<file path="src/rtl/program_loader_if.sv">
// Load-stream and memory-write bundle between the stream source and program_loader.
// master: stream source / observer side; slave: the loader.
interface program_loader_if #(
    parameter int word_size = 8
);
    logic [word_size-1:0] in_data;
    logic                 in_valid;
    logic                 in_ready;
    logic                 mem_we;
    logic [word_size-1:0] mem_addr;
    logic [word_size-1:0] mem_data;
    logic                 cpu_rst;
    logic                 done;
    logic                 error;

    modport master (
        output in_data, in_valid,
        input  in_ready, mem_we, mem_addr, mem_data, cpu_rst, done, error
    );

    modport slave (
        input  in_data, in_valid,
        output in_ready, mem_we, mem_addr, mem_data, cpu_rst, done, error
    );
endinterface

</file>
<file path="src/rtl/program_loader.sv">
// Program loader: parses ADDR/LEN/DATA[/CHECKSUM] records from a byte stream,
// writes the data bytes into program memory and releases the CPU reset once a
// zero-length terminator record has been accepted.
// Optional feature: define LOADER_CHECKSUM_EN to expect and verify a trailing
// checksum byte per record (8-bit sum of all record bytes must be zero).
//
// state  | meaning
// S_ADDR | waiting for the record start address
// S_LEN  | waiting for the record length
// S_DATA | receiving data bytes, one memory write per byte
// S_CSUM | waiting for the record checksum (checksum builds only)
// S_DONE | terminator accepted, CPU released; left only by rst
// S_ERR  | checksum mismatch, stream halted, CPU held in reset
module program_loader #(
    parameter int word_size = 8
) (
    input logic          clk,
    input logic          rst,
    program_loader_if.slave bus
);
    typedef enum logic [2:0] {
        S_ADDR,
        S_LEN,
        S_DATA,
`ifdef LOADER_CHECKSUM_EN
        S_CSUM,
`endif
        S_DONE,
        S_ERR
    } state_t;

    localparam logic [word_size-1:0] ONE = {{(word_size-1){1'b0}}, 1'b1};

    state_t               state_q, state_d;
    logic [word_size-1:0] ptr_q, ptr_d;
    logic [word_size-1:0] cnt_q, cnt_d;
    logic                 mem_we_q, mem_we_d;
    logic [word_size-1:0] mem_addr_q, mem_addr_d;
    logic [word_size-1:0] mem_data_q, mem_data_d;
    logic                 accept;
`ifdef LOADER_CHECKSUM_EN
    logic [word_size-1:0] sum_q, sum_d;
    logic [word_size-1:0] sum_next;
    logic                 term_q, term_d;
`endif

    // Handshake and status outputs decode directly from the current state.
    always_comb begin
        bus.in_ready = (state_q != S_DONE) && (state_q != S_ERR);
        bus.done     = (state_q == S_DONE);
        bus.cpu_rst  = (state_q == S_DONE);
`ifdef LOADER_CHECKSUM_EN
        bus.error    = (state_q == S_ERR);
`else
        bus.error    = 1'b0;
`endif
        bus.mem_we   = mem_we_q;
        bus.mem_addr = mem_addr_q;
        bus.mem_data = mem_data_q;
        accept       = bus.in_valid && bus.in_ready;
    end

    // Record parser: next state, write pointer, remaining-byte counter, write strobe.
    always_comb begin
        state_d    = state_q;
        ptr_d      = ptr_q;
        cnt_d      = cnt_q;
        mem_we_d   = 1'b0;
        mem_addr_d = mem_addr_q;
        mem_data_d = mem_data_q;
`ifdef LOADER_CHECKSUM_EN
        sum_d      = sum_q;
        term_d     = term_q;
        sum_next   = sum_q + bus.in_data;
`endif
        if (accept) begin
`ifdef LOADER_CHECKSUM_EN
            sum_d = sum_next;
`endif
            case (state_q)
                S_ADDR: begin
                    ptr_d   = bus.in_data;
                    state_d = S_LEN;
                end
                S_LEN: begin
                    cnt_d = bus.in_data;
`ifdef LOADER_CHECKSUM_EN
                    term_d  = (bus.in_data == '0);
                    state_d = (bus.in_data == '0) ? S_CSUM : S_DATA;
`else
                    state_d = (bus.in_data == '0) ? S_DONE : S_DATA;
`endif
                end
                S_DATA: begin
                    mem_we_d   = 1'b1;
                    mem_addr_d = ptr_q;
                    mem_data_d = bus.in_data;
                    ptr_d      = ptr_q + ONE;
                    cnt_d      = cnt_q - ONE;
                    if (cnt_q == ONE) begin
`ifdef LOADER_CHECKSUM_EN
                        state_d = S_CSUM;
`else
                        state_d = S_ADDR;
`endif
                    end
                end
`ifdef LOADER_CHECKSUM_EN
                S_CSUM: begin
                    // Clear the accumulator so the next record starts from zero.
                    sum_d = '0;
                    if (sum_next != '0) begin
                        state_d = S_ERR;
                    end else begin
                        state_d = term_q ? S_DONE : S_ADDR;
                    end
                end
`endif
                default: state_d = state_q;
            endcase
        end
    end

    // State and datapath registers with synchronous reset.
    always_ff @(posedge clk) begin
        if (rst) begin
            state_q    <= S_ADDR;
            ptr_q      <= '0;
            cnt_q      <= '0;
            mem_we_q   <= 1'b0;
            mem_addr_q <= '0;
            mem_data_q <= '0;
`ifdef LOADER_CHECKSUM_EN
            sum_q      <= '0;
            term_q     <= 1'b0;
`endif
        end else begin
            state_q    <= state_d;
            ptr_q      <= ptr_d;
            cnt_q      <= cnt_d;
            mem_we_q   <= mem_we_d;
            mem_addr_q <= mem_addr_d;
            mem_data_q <= mem_data_d;
`ifdef LOADER_CHECKSUM_EN
            sum_q      <= sum_d;
            term_q     <= term_d;
`endif
        end
    end
endmodule

</file>
<file path="src/flat_wrapper.sv">
// flat-port wrapper written by rule: the top's interface ports become plain ports
module program_loader_flat 
#(
    parameter int word_size = 8
)
  (clk, rst, bus_in_data, bus_in_valid, bus_in_ready, bus_mem_we, bus_mem_addr, bus_mem_data, bus_cpu_rst, bus_done, bus_error);
  program_loader_if #(.word_size(word_size)) bus_i ();
  input logic clk;
  input logic rst;
  input wire logic [$bits(bus_i.in_data)-1:0] bus_in_data;
  input wire logic [$bits(bus_i.in_valid)-1:0] bus_in_valid;
  output wire logic [$bits(bus_i.in_ready)-1:0] bus_in_ready;
  output wire logic [$bits(bus_i.mem_we)-1:0] bus_mem_we;
  output wire logic [$bits(bus_i.mem_addr)-1:0] bus_mem_addr;
  output wire logic [$bits(bus_i.mem_data)-1:0] bus_mem_data;
  output wire logic [$bits(bus_i.cpu_rst)-1:0] bus_cpu_rst;
  output wire logic [$bits(bus_i.done)-1:0] bus_done;
  output wire logic [$bits(bus_i.error)-1:0] bus_error;
  assign bus_i.in_data = bus_in_data;
  assign bus_i.in_valid = bus_in_valid;
  assign bus_in_ready = bus_i.in_ready;
  assign bus_mem_we = bus_i.mem_we;
  assign bus_mem_addr = bus_i.mem_addr;
  assign bus_mem_data = bus_i.mem_data;
  assign bus_cpu_rst = bus_i.cpu_rst;
  assign bus_done = bus_i.done;
  assign bus_error = bus_i.error;
  program_loader #(.word_size(word_size)) u_core (.clk(clk), .rst(rst), .bus(bus_i));
endmodule
</file>
<file path="config.mk">
export PLATFORM = sky130hd
export DESIGN_NAME = program_loader_flat
export DESIGN_NICKNAME = d
export VERILOG_FILES = /design/src/rtl/program_loader_if.sv /design/src/rtl/program_loader.sv /design/src/flat_wrapper.sv
export SDC_FILE = /design/constraint.sdc
export NUM_CORES = 1
export LEC_CHECK = 0
export ABC_AREA = 1
export CORE_MARGIN = 4
export CORE_UTILIZATION = 45
export CTS_BUF_LIST = sky130_fd_sc_hd__clkbuf_16
export DETAILED_ROUTE_END_ITERATION = 7
export GPL_TIMING_DRIVEN = 0
export PLACE_DENSITY_LB_ADDON = 0.12
export SLEW_MARGIN = 20
export SYNTH_ARGS = -nofsm -noshare
export SYNTH_HDL_FRONTEND = slang
export SYNTH_SLANG_ARGS = --single-unit
</file>
<file path="constraint.sdc">
create_clock -name clk -period 1.65 [get_ports clk]
set_input_delay 0.2475 -clock clk [delete_from_list [all_inputs] [get_ports clk]]
set_output_delay 0.2475 -clock clk [all_outputs]
set_load 0.02 [all_outputs]
</file>
==> out/metrics.yaml, run 1 <==
finalCritPeriodShare_pct: 95.1
drv_slew: 0
wl_per_cell_um: 12.5
cts_max_path_buffers: 2
antenna_left: 0
vias: 1785
postSynthAreaPerCell_um2: 6.99
routed_wl_mm: 4.43
worstPathRequired_ns: 1.40
cp.depth: 3
synth_warnings: 0
critPathArrivalTime_ns: 1.32
rows: 23
dr.pass1.iters: 4
final_layout_size_suffix_gt1_share_pct: 9.51
tritoncts: "done"
ios: 32
cts-buffers-inserted: 5
slowest_stage: "dfxtp_1"
critPathKind: "reg2out"
synth_edf_count: 0
skew_ns: 0.00384
fin_area_um2: 2360
min_delay_path_depth: 2
cts_root_buffer: "clkbuf_16"
yosys_register_bits: 35
via_per_inst: 5.03
numPortBuffers: 29
insertion_delay_ns: 0.28
remaining_drc_errors: 0
core-area_um2: 4000
grt-busiest-layer: "met2"
dpl_cell_area_um2: 2230
synth_cells: 268
yosysSeqAreaShare_pct: 37.4
hp-class: "in2reg"
p_leak_nw: 1.02
rsz0062_at_grt: "false"
start_util_pct: 46.8
die-width_um: 72.5
synthArstFlopShare_pct: 0
cts.sinks: 35
hold_viol_final: 0
cts.clk_slew.worst_paths_ns: 0.05
worst_setup_path_end_kind: "output port"
netlist_top_cells_area: "dfxtp_1, nand2_1, a21oi_1"
post-synth-top-count-cell: "nand2_1"
start_kind: "register"
tns_ns: 0
max_freq_mhz: 637
grt_use_total_pct: 18.3
first_global_vias: 1700
use_met3_pct: 3.05
cp_max_fo: 4
htreeDepth: 2
path_cells: "ha_1 -> buf_4 -> dlygate4sd2_1"
drv.max_cap_violation_count: 0
grt_util_met2_pct: 29.0
dieHeight_um: 72.5
n_fill_cell: 394
overflow: 0
gp_congestion: 0.826
cpPeakStageDelay_ns: 0.40
synthFlopType: "dfxtp_1"
fp.dieArea_um2: 5260
multi_input_area_um2: 965
nets: 323
diodes: 0
seqCellArea_um2: 701
area_growth_pct: 26.2
grtUsageMet1_pct: 24.3
place_hpwl_mm: 3.31
cts_hold_buf: 0
vdd_drop_max_uv: 473
ys_types: 25
power_density_nw_per_um2: 1040
reg2regPathDepth: 9
finalCriticalPeriod_ns: 1.57
antenna_found_initial: 0
crit_family: "buffers and inverters"
yosysTopAreaCell: "dfxtp_1"
yosys.area.top_type_share_pct: 37.4
cp.buffers_inverters: 2
setup_viol: 0
grt_first_pass_wirelength_mm: 7.58
netlist_top_cells_count: "nand2_1, dfxtp_1, nor2_1, a21oi_1, nand3_1"
status: "completed"
syn-cell-area_um2: 1870
grt_max_degree: 12
drt_iter0_drc: 109
syn_nets: 287
-- layout by cell type, fill, tap and decap left out, types with 5 or more instances in the layout --
master            n
nand2_1          60
dfxtp_1          35
nor2_1           32
a21oi_1          29
clkdlybuf4s50_1  26
nand3_1          25
inv_1            24
o21ai_0          16
ha_1              8
o21ai_1           7
buf_4             6
clkbuf_16         5
-- flip-flops by register name, summed over array words and instances, names as in the netlist --
name / count
u_core.bus.mem_we: 1
u_core.ptr_q: 8
u_core.cnt_q: 8
u_core.state_q: 2
u_core.bus.mem_addr: 8
u_core.bus.mem_data: 8
-- cells by family after synthesis --
| kind of cell | count (synthesis) | share of synthesized area [%] |
|---|---|---|
| flops | 35 | 37.4 |
| xor+xnor | 3 | 1.40 |
| simple gates | 125 | 29.2 |
| other cells | 1 | 0.200 |
| buf+inv | 40 | 11.1 |
| compound gates | 56 | 15.4 |
| fa+ha+maj | 8 | 5.34 |
-- timing repair --
action / 4_1_cts / 5_1_grt
gates resized for setup: 3 / 0
endpoints found under the setup margin: 3 / 0
buffers inserted: 0 / 0
-- stage by stage --
step	hold slack (ns)	util [%]	setup WS [ns]	power, mW	instances
floorplan	0.393	-	0.204	1.43	268
global placement	0.445	55.6	0.108	1.58	347
detailed placement	0.452	55.6	0.102	1.59	347
CTS	0.249	59.1	0.0799	2.48	355
global route	0.271	59.1	0.0293	2.60	355
finish	0.245	59.1	0.0800	2.46	355
-- final cells by class --
class | instances | share of cell area (%)
Multi-Input combinational cell | 193 | 40.8
Sequential cell | 35 | 29.6
Timing Repair Buffer | 29 | 12.1
Clock buffer | 5 | 5.29
Buffer | 13 | 4.39
Inverter | 27 | 4.39
Tap cell | 50 | 2.65
Clock inverter | 3 | 0.688
-- report_power, final --
part           internal (mW)  leakage, nW  total, mW  switching (mW)
clock network          0.550       0.0710      0.892           0.342
logic                  0.238        0.667      0.591           0.352
registers              0.916        0.286      0.982          0.0662
-- path summary, 6_finish.rpt --
check | start | to | slack [ns]
hold / removal | rst | u_core.bus.mem_addr[1] | 0.24
setup reg to reg | u_core.state_q[0] | u_core.cnt_q[1] | 0.14
setup / recovery | u_core.state_q[0] | bus_done | 0.08
hold reg to reg | u_core.bus.mem_addr[3] | u_core.bus.mem_addr[3] | 0.46
-- per-layer routing --
layer / vias to the layer above / share of wire (%)
met5: - / 0
met3: 10 / 4.8
met2: 41 / 47
met4: 0 / 2.1
li1: 930 / -
met1: 804 / 46
Power figures use the tool's default switching activity.
==> run 2: changes to the inputs <==
- CORE_UTILIZATION: 45 -> 30
==> run 2 against run 1 <==
Setup slack improved by 0.015 ns. Via count fell by 2.0%. Critical endpoint unchanged. Final area rose by 2.3%.
==> out/metrics.yaml, run 2 (same netlist as run 1, synthesis figures left out) <==
finalCriticalPeriod_ns: 1.55  # was 1.57 ns
insertion_delay_ns: 0.28  # about the same
grt_first_pass_wirelength_mm: 8.25  # was 7.58 mm
layout_common_cells: "nand2_1, dfxtp_1, nor2_1, a21oi_1, clkdlybuf4s50_1"  # unchanged
skew_ns: 0.00481  # was 0.00384 ns
r2r_start: "u_core.state_q[0]"  # unchanged
finalCritPeriodShare_pct: 94.2  # was 95.1%
drv.max_cap_violation_count: 0  # unchanged
critPathArrivalTime_ns: 1.31  # was 1.32 ns
seqCellArea_um2: 701  # unchanged
final_common_cell: "nand2_1"  # unchanged
ios: 32  # unchanged
setup_viol: 0  # unchanged
die-width_um: 87.0  # was 72.5 um
wl_per_cell_um: 13.1  # was 12.5 um
first_global_vias: 1736  # was 1700
critPathKind: "reg2out"  # unchanged
worstPathRequired_ns: 1.40  # about the same
n_fill_cell: 653  # was 394
final_layout_size_suffix_gt1_share_pct: 9.51  # unchanged
path_cells: "ha_1 -> buf_4 -> dlygate4sd2_1"  # unchanged
area_growth_pct: 29.1  # was 26.2%
overflow: 0  # unchanged
worst_setup_path_end_kind: "output port"  # unchanged
vias: 1749  # was 1785
gp_congestion: 0.782  # was 0.826
rows: 28  # was 23
routed_wl_mm: 4.99  # was 4.43 mm
cp.buffers_inverters: 2  # unchanged
final_util_pct: 40.4  # was 59.1%
fp.dieArea_um2: 7570  # was 5260 um^2
rsz0062_at_grt: "false"  # unchanged
numPortBuffers: 29  # unchanged
via_per_inst: 4.60  # was 5.03
antenna_left: 0  # unchanged
min_to: "u_core.bus.mem_addr[1]"  # unchanged
dp_cells: 372  # was 347
place_hpwl_mm: 3.66  # was 3.31 mm
tritoncts: "done"  # unchanged
slowest_stage: "dfxtp_1"  # unchanged
vdd_drop_max_uv: 367  # was 473 uV
reg2regPathDepth: 9  # unchanged
cts.sinks: 35  # unchanged
power_density_nw_per_um2: 1090  # was 1040 nW/um^2
grt_use_total_pct: 14.0  # was 18.3%
remaining_drc_errors: 0  # unchanged
tns_ns: 0  # unchanged
crit_family: "buffers and inverters"  # unchanged
p_leak_nw: 1.03  # was 1.02 nW
grt_max_degree: 12  # unchanged
dieHeight_um: 87.0  # was 72.5 um
nets: 323  # unchanged
drt_iter0_drc: 112  # was 109
reg2reg_setup_slack_ns: 0.15  # was 0.14 ns
status: "completed"  # unchanged
min_from: "rst"  # unchanged
antenna_found_initial: 0  # unchanged
multi_input_area_um2: 965  # unchanged
diodes: 0  # unchanged
start_util_pct: 31.3  # was 46.8%
cts-buffers-inserted: 5  # unchanged
drv_slew: 0  # unchanged
start_kind: "register"  # unchanged
hold_viol_final: 0  # unchanged
cts_root_buffer: "clkbuf_16"  # unchanged
cpPeakStageDelay_ns: 0.38  # was 0.40 ns
fin_cells: 380  # was 355
cts.clk_slew.worst_paths_ns: 0.06  # was 0.05 ns
dr.pass1.iters: 4  # unchanged
cp_max_fo: 4  # unchanged
cts_max_path_buffers: 2  # unchanged
max_freq_mhz: 643  # was 637 MHz
hp-class: "in2reg"  # unchanged
r2r_end: "u_core.cnt_q[1]"  # unchanged
core-area_um2: 5990  # was 4000 um^2
htreeDepth: 2  # unchanged
fin_hold_ws_ns: 0.255  # was 0.245 ns
power_mw: 2.64  # was 2.46 mW
min_delay_path_depth: 2  # unchanged
-- run 2: worst reg2reg max path: stages (launching register included) --
cell and delay, ns:
dfxtp_1 0.38, inv_1 0.10, ha_1 0.21, buf_6 0.14
inv_2 0.07, buf_6 0.13, nand2_1 0.09, o21ai_0 0.07
o21ai_0 0.10, a21oi_1 0.13
-- run 2: per-stage QoR --
step	area (um^2)	setup WS [ns]
3_3_place_gp	2260	0.0702
5_1_grt	2420	0.0185
4_1_cts	2420	0.0747
3_5_place_dp	2260	0.0875
6_report	2420	0.0951
2_1_floorplan	1870	0.204
-- run 2: cell type report --
cell class                 count  share of cell area, %
multi-input combinational    193                   39.9
clock inverter                 3                   1.60
inverter                      27                   4.30
tap                           75                   3.88
clock buffer                   5                   5.18
sequential                    35                   29.0
buffer                        13                   4.30
timing repair buffer          29                   11.9
-- run 2: power breakdown --
| group | internal [mW] | switching [mW] | total [mW] |
|---|---|---|---|
| combinational | 0.238 | 0.363 | 0.601 |
| sequential | 0.916 | 0.0675 | 0.983 |
| clock | 0.704 | 0.355 | 1.06 |
| total | 1.86 | 0.785 | 2.64 |
-- run 2: repair_timing --
item,in CTS,in global routing
hold buffers,0,0
buffers inserted,0,0
gates resized for setup,3,0
endpoints found under the setup margin,3,0
-- run 2: how the worst max path moves through the flow --
stage | startpoint | endpoint | slack, ns | cells after the start
final | u_core.state_q[0] | bus_done | 0.1 | 3
after global routing | u_core.state_q[0] | bus_done | 0.02 | 3
after CTS | u_core.state_q[0] | bus_done | 0.07 | 3
after detailed placement | bus_in_valid | u_core.cnt_q[3] | 0.09 | 8
after global placement | bus_in_valid | u_core.cnt_q[3] | 0.07 | 8
after floorplan | u_core.state_q[0] | u_core.cnt_q[3] | 0.20 | 9
-- run 2: per-layer routing --
layer  part of all wire [%]  track usage, %  vias to the layer above
met5                      0               0                        -
met4                   0.76            4.67                        0
met3                    3.8            3.41                        4
met2                     42            20.4                       33
met1                     53            19.9                      779
li1                       -               -                      933
==> run 3: changes to the inputs <==
- CAP_MARGIN: default -> 20
==> results of run 3 <==
The final DEF is identical to that of run 2; final timing and power are the same.
==> variant: new RTL, flow settings as in run 2 <==
`word_size` is set to 8 in 3 places; all go to 16.
--- a/src/rtl/program_loader_if.sv
+++ b/src/rtl/program_loader_if.sv
@@ -1,7 +1,7 @@
 // Load-stream and memory-write bundle between the stream source and program_loader.
 // master: stream source / observer side; slave: the loader.
 interface program_loader_if #(
-    parameter int word_size = 8
+    parameter int word_size = 16
 );
     logic [word_size-1:0] in_data;
     logic                 in_valid;
--- a/src/rtl/program_loader.sv
+++ b/src/rtl/program_loader.sv
@@ -12,7 +12,7 @@
 // S_DONE | terminator accepted, CPU released; left only by rst
 // S_ERR  | checksum mismatch, stream halted, CPU held in reset
 module program_loader #(
-    parameter int word_size = 8
+    parameter int word_size = 16
 ) (
     input logic          clk,
     input logic          rst,
--- a/src/flat_wrapper.sv
+++ b/src/flat_wrapper.sv
@@ -1,7 +1,7 @@
 // flat-port wrapper written by rule: the top's interface ports become plain ports
 module program_loader_flat 
 #(
-    parameter int word_size = 8
+    parameter int word_size = 16
 )
   (clk, rst, bus_in_data, bus_in_valid, bus_in_ready, bus_mem_we, bus_mem_addr, bus_mem_data, bus_cpu_rst, bus_done, bus_error);
   program_loader_if #(.word_size(word_size)) bus_i ();
Interface: changed (resized bus_in_data, bus_mem_addr and bus_mem_data); port bits go from 32 to 56. The function was not compared with the original's and may differ.
==> variant against run 2 <==
Final area up 99%. Setup slack worse by 0.014 ns. Wire length up 140%. Synthesized area up 94%. Power up 76%. Synthesized cell count up 110%. Worst hold slack better by 0.20 ns. Critical path type is now register to register. Sequential cell count up 32.
==> variant: results <==
export IMPL_cp_max_fo=10
export IMPL_preCtsSetupSlack_ns=-0.2955
export IMPL_grtUsageTotal_pct=17.18
export IMPL_wl_microns=11990
export IMPL_instances_no_fill=779
export IMPL_numCtsBuffers=9
export IMPL_drive_gt1_share_pct=12.42
export IMPL_synth_fa_ha_area_share_pct=2.760
export IMPL_rr_endpoint="u_core.cnt_q[13]"
export IMPL_holdPathEnd="u_core.bus.mem_data[15]"
export IMPL_synth_compound_area_share_pct=15.21
export IMPL_hold_ws_ns=0.4585
export IMPL_drt_initial_drc_count=230
export IMPL_avgViaCountPerCell=4.988
export IMPL_first_global_vias=3769
export IMPL_place_inst=751
export IMPL_yosysUniqueCellTypes=29
export IMPL_p_seq_share_pct=39.4
export IMPL_synth_xor_area_share_pct=1.449
export IMPL_swShare_pct=30.38
export IMPL_status="finished clean"
export IMPL_syn_nets=581
export IMPL_port_buffers=54
export IMPL_rrSetupSlack_ns=0.08
export IMPL_dr_wl_met3_microns=596
export IMPL_p_int_mw=3.243
export IMPL_min_from="u_core.bus.mem_data[15]"
export IMPL_vdd_ir_drop_max_mv=0.5516
export IMPL_hp_class="register to register"
export IMPL_dp_hpwl_microns=8884
export IMPL_r2r_cells=8
export IMPL_place_congestion=0.8899
export IMPL_cts_setup_buffers=4
variant: cell count changes in the layout (fill, tap and decap cells not counted), moves of 15 or more:
cell | run 2 | this run
a21oi_1 | 29 | 60
clkdlybuf4s50_1 | 26 | 51
dfxtp_1 | 35 | 64
inv_1 | 23 | 47
nand2_1 | 60 | 127
nand3_1 | 25 | 67
nor2_1 | 32 | 62
o21ai_0 | 16 | 31
variant: worst max-delay path, cell delays in order, from the launching register on:
cell	delay (ns)
dfxtp_2	0.34
ha_2	0.22
nor2_4	0.18
inv_2	0.06
nor2_4	0.21
inv_2	0.11
buf_6	0.16
nor2_1	0.11
a21oi_1	0.08
variant: layer usage:
layer | track usage, % | vias to the layer above
met5 | 0 | -
met4 | 6.154 | 0
met3 | 3.652 | 17
met2 | 28.17 | 101
met1 | 22.25 | 1810
li1 | - | 1958
variant: per-stage QoR:
step | area [sq um] | util, %
final | 4817 | 41.48
after global routing | 4817 | 41.48
after CTS | 4678 | 40.28
after detailed placement | 4347 | 37.43
after global placement | 4347 | 37.43
after floorplan | 3627 | -
variant: layout make-up:
cell class | count | area (sq um)
fillers | 1281 | 6797
repair buffers | 68 | 653.1
clock inverters | 5 | 46.29
well taps | 143 | 178.9
plain buffers | 27 | 180.2
clock buffers | 9 | 225.2
inverters | 52 | 200.2
multi-input cells | 408 | 1988
flip-flops and latches | 67 | 1345
variant: worst max-delay path by stage:
stage                      start                      end  slack (ns)
6_report       u_core.state_q[0]         u_core.cnt_q[13]        0.08
3_3_place_gp                 rst  u_core.bus.mem_data[11]       -0.29
2_1_floorplan  u_core.state_q[0]         u_core.cnt_q[14]        0.13
4_1_cts        u_core.state_q[0]         u_core.cnt_q[12]        0.01
3_5_place_dp                 rst   u_core.bus.mem_data[7]       -0.30
5_1_grt          u_core.ptr_q[1]         u_core.ptr_q[10]       -0.05
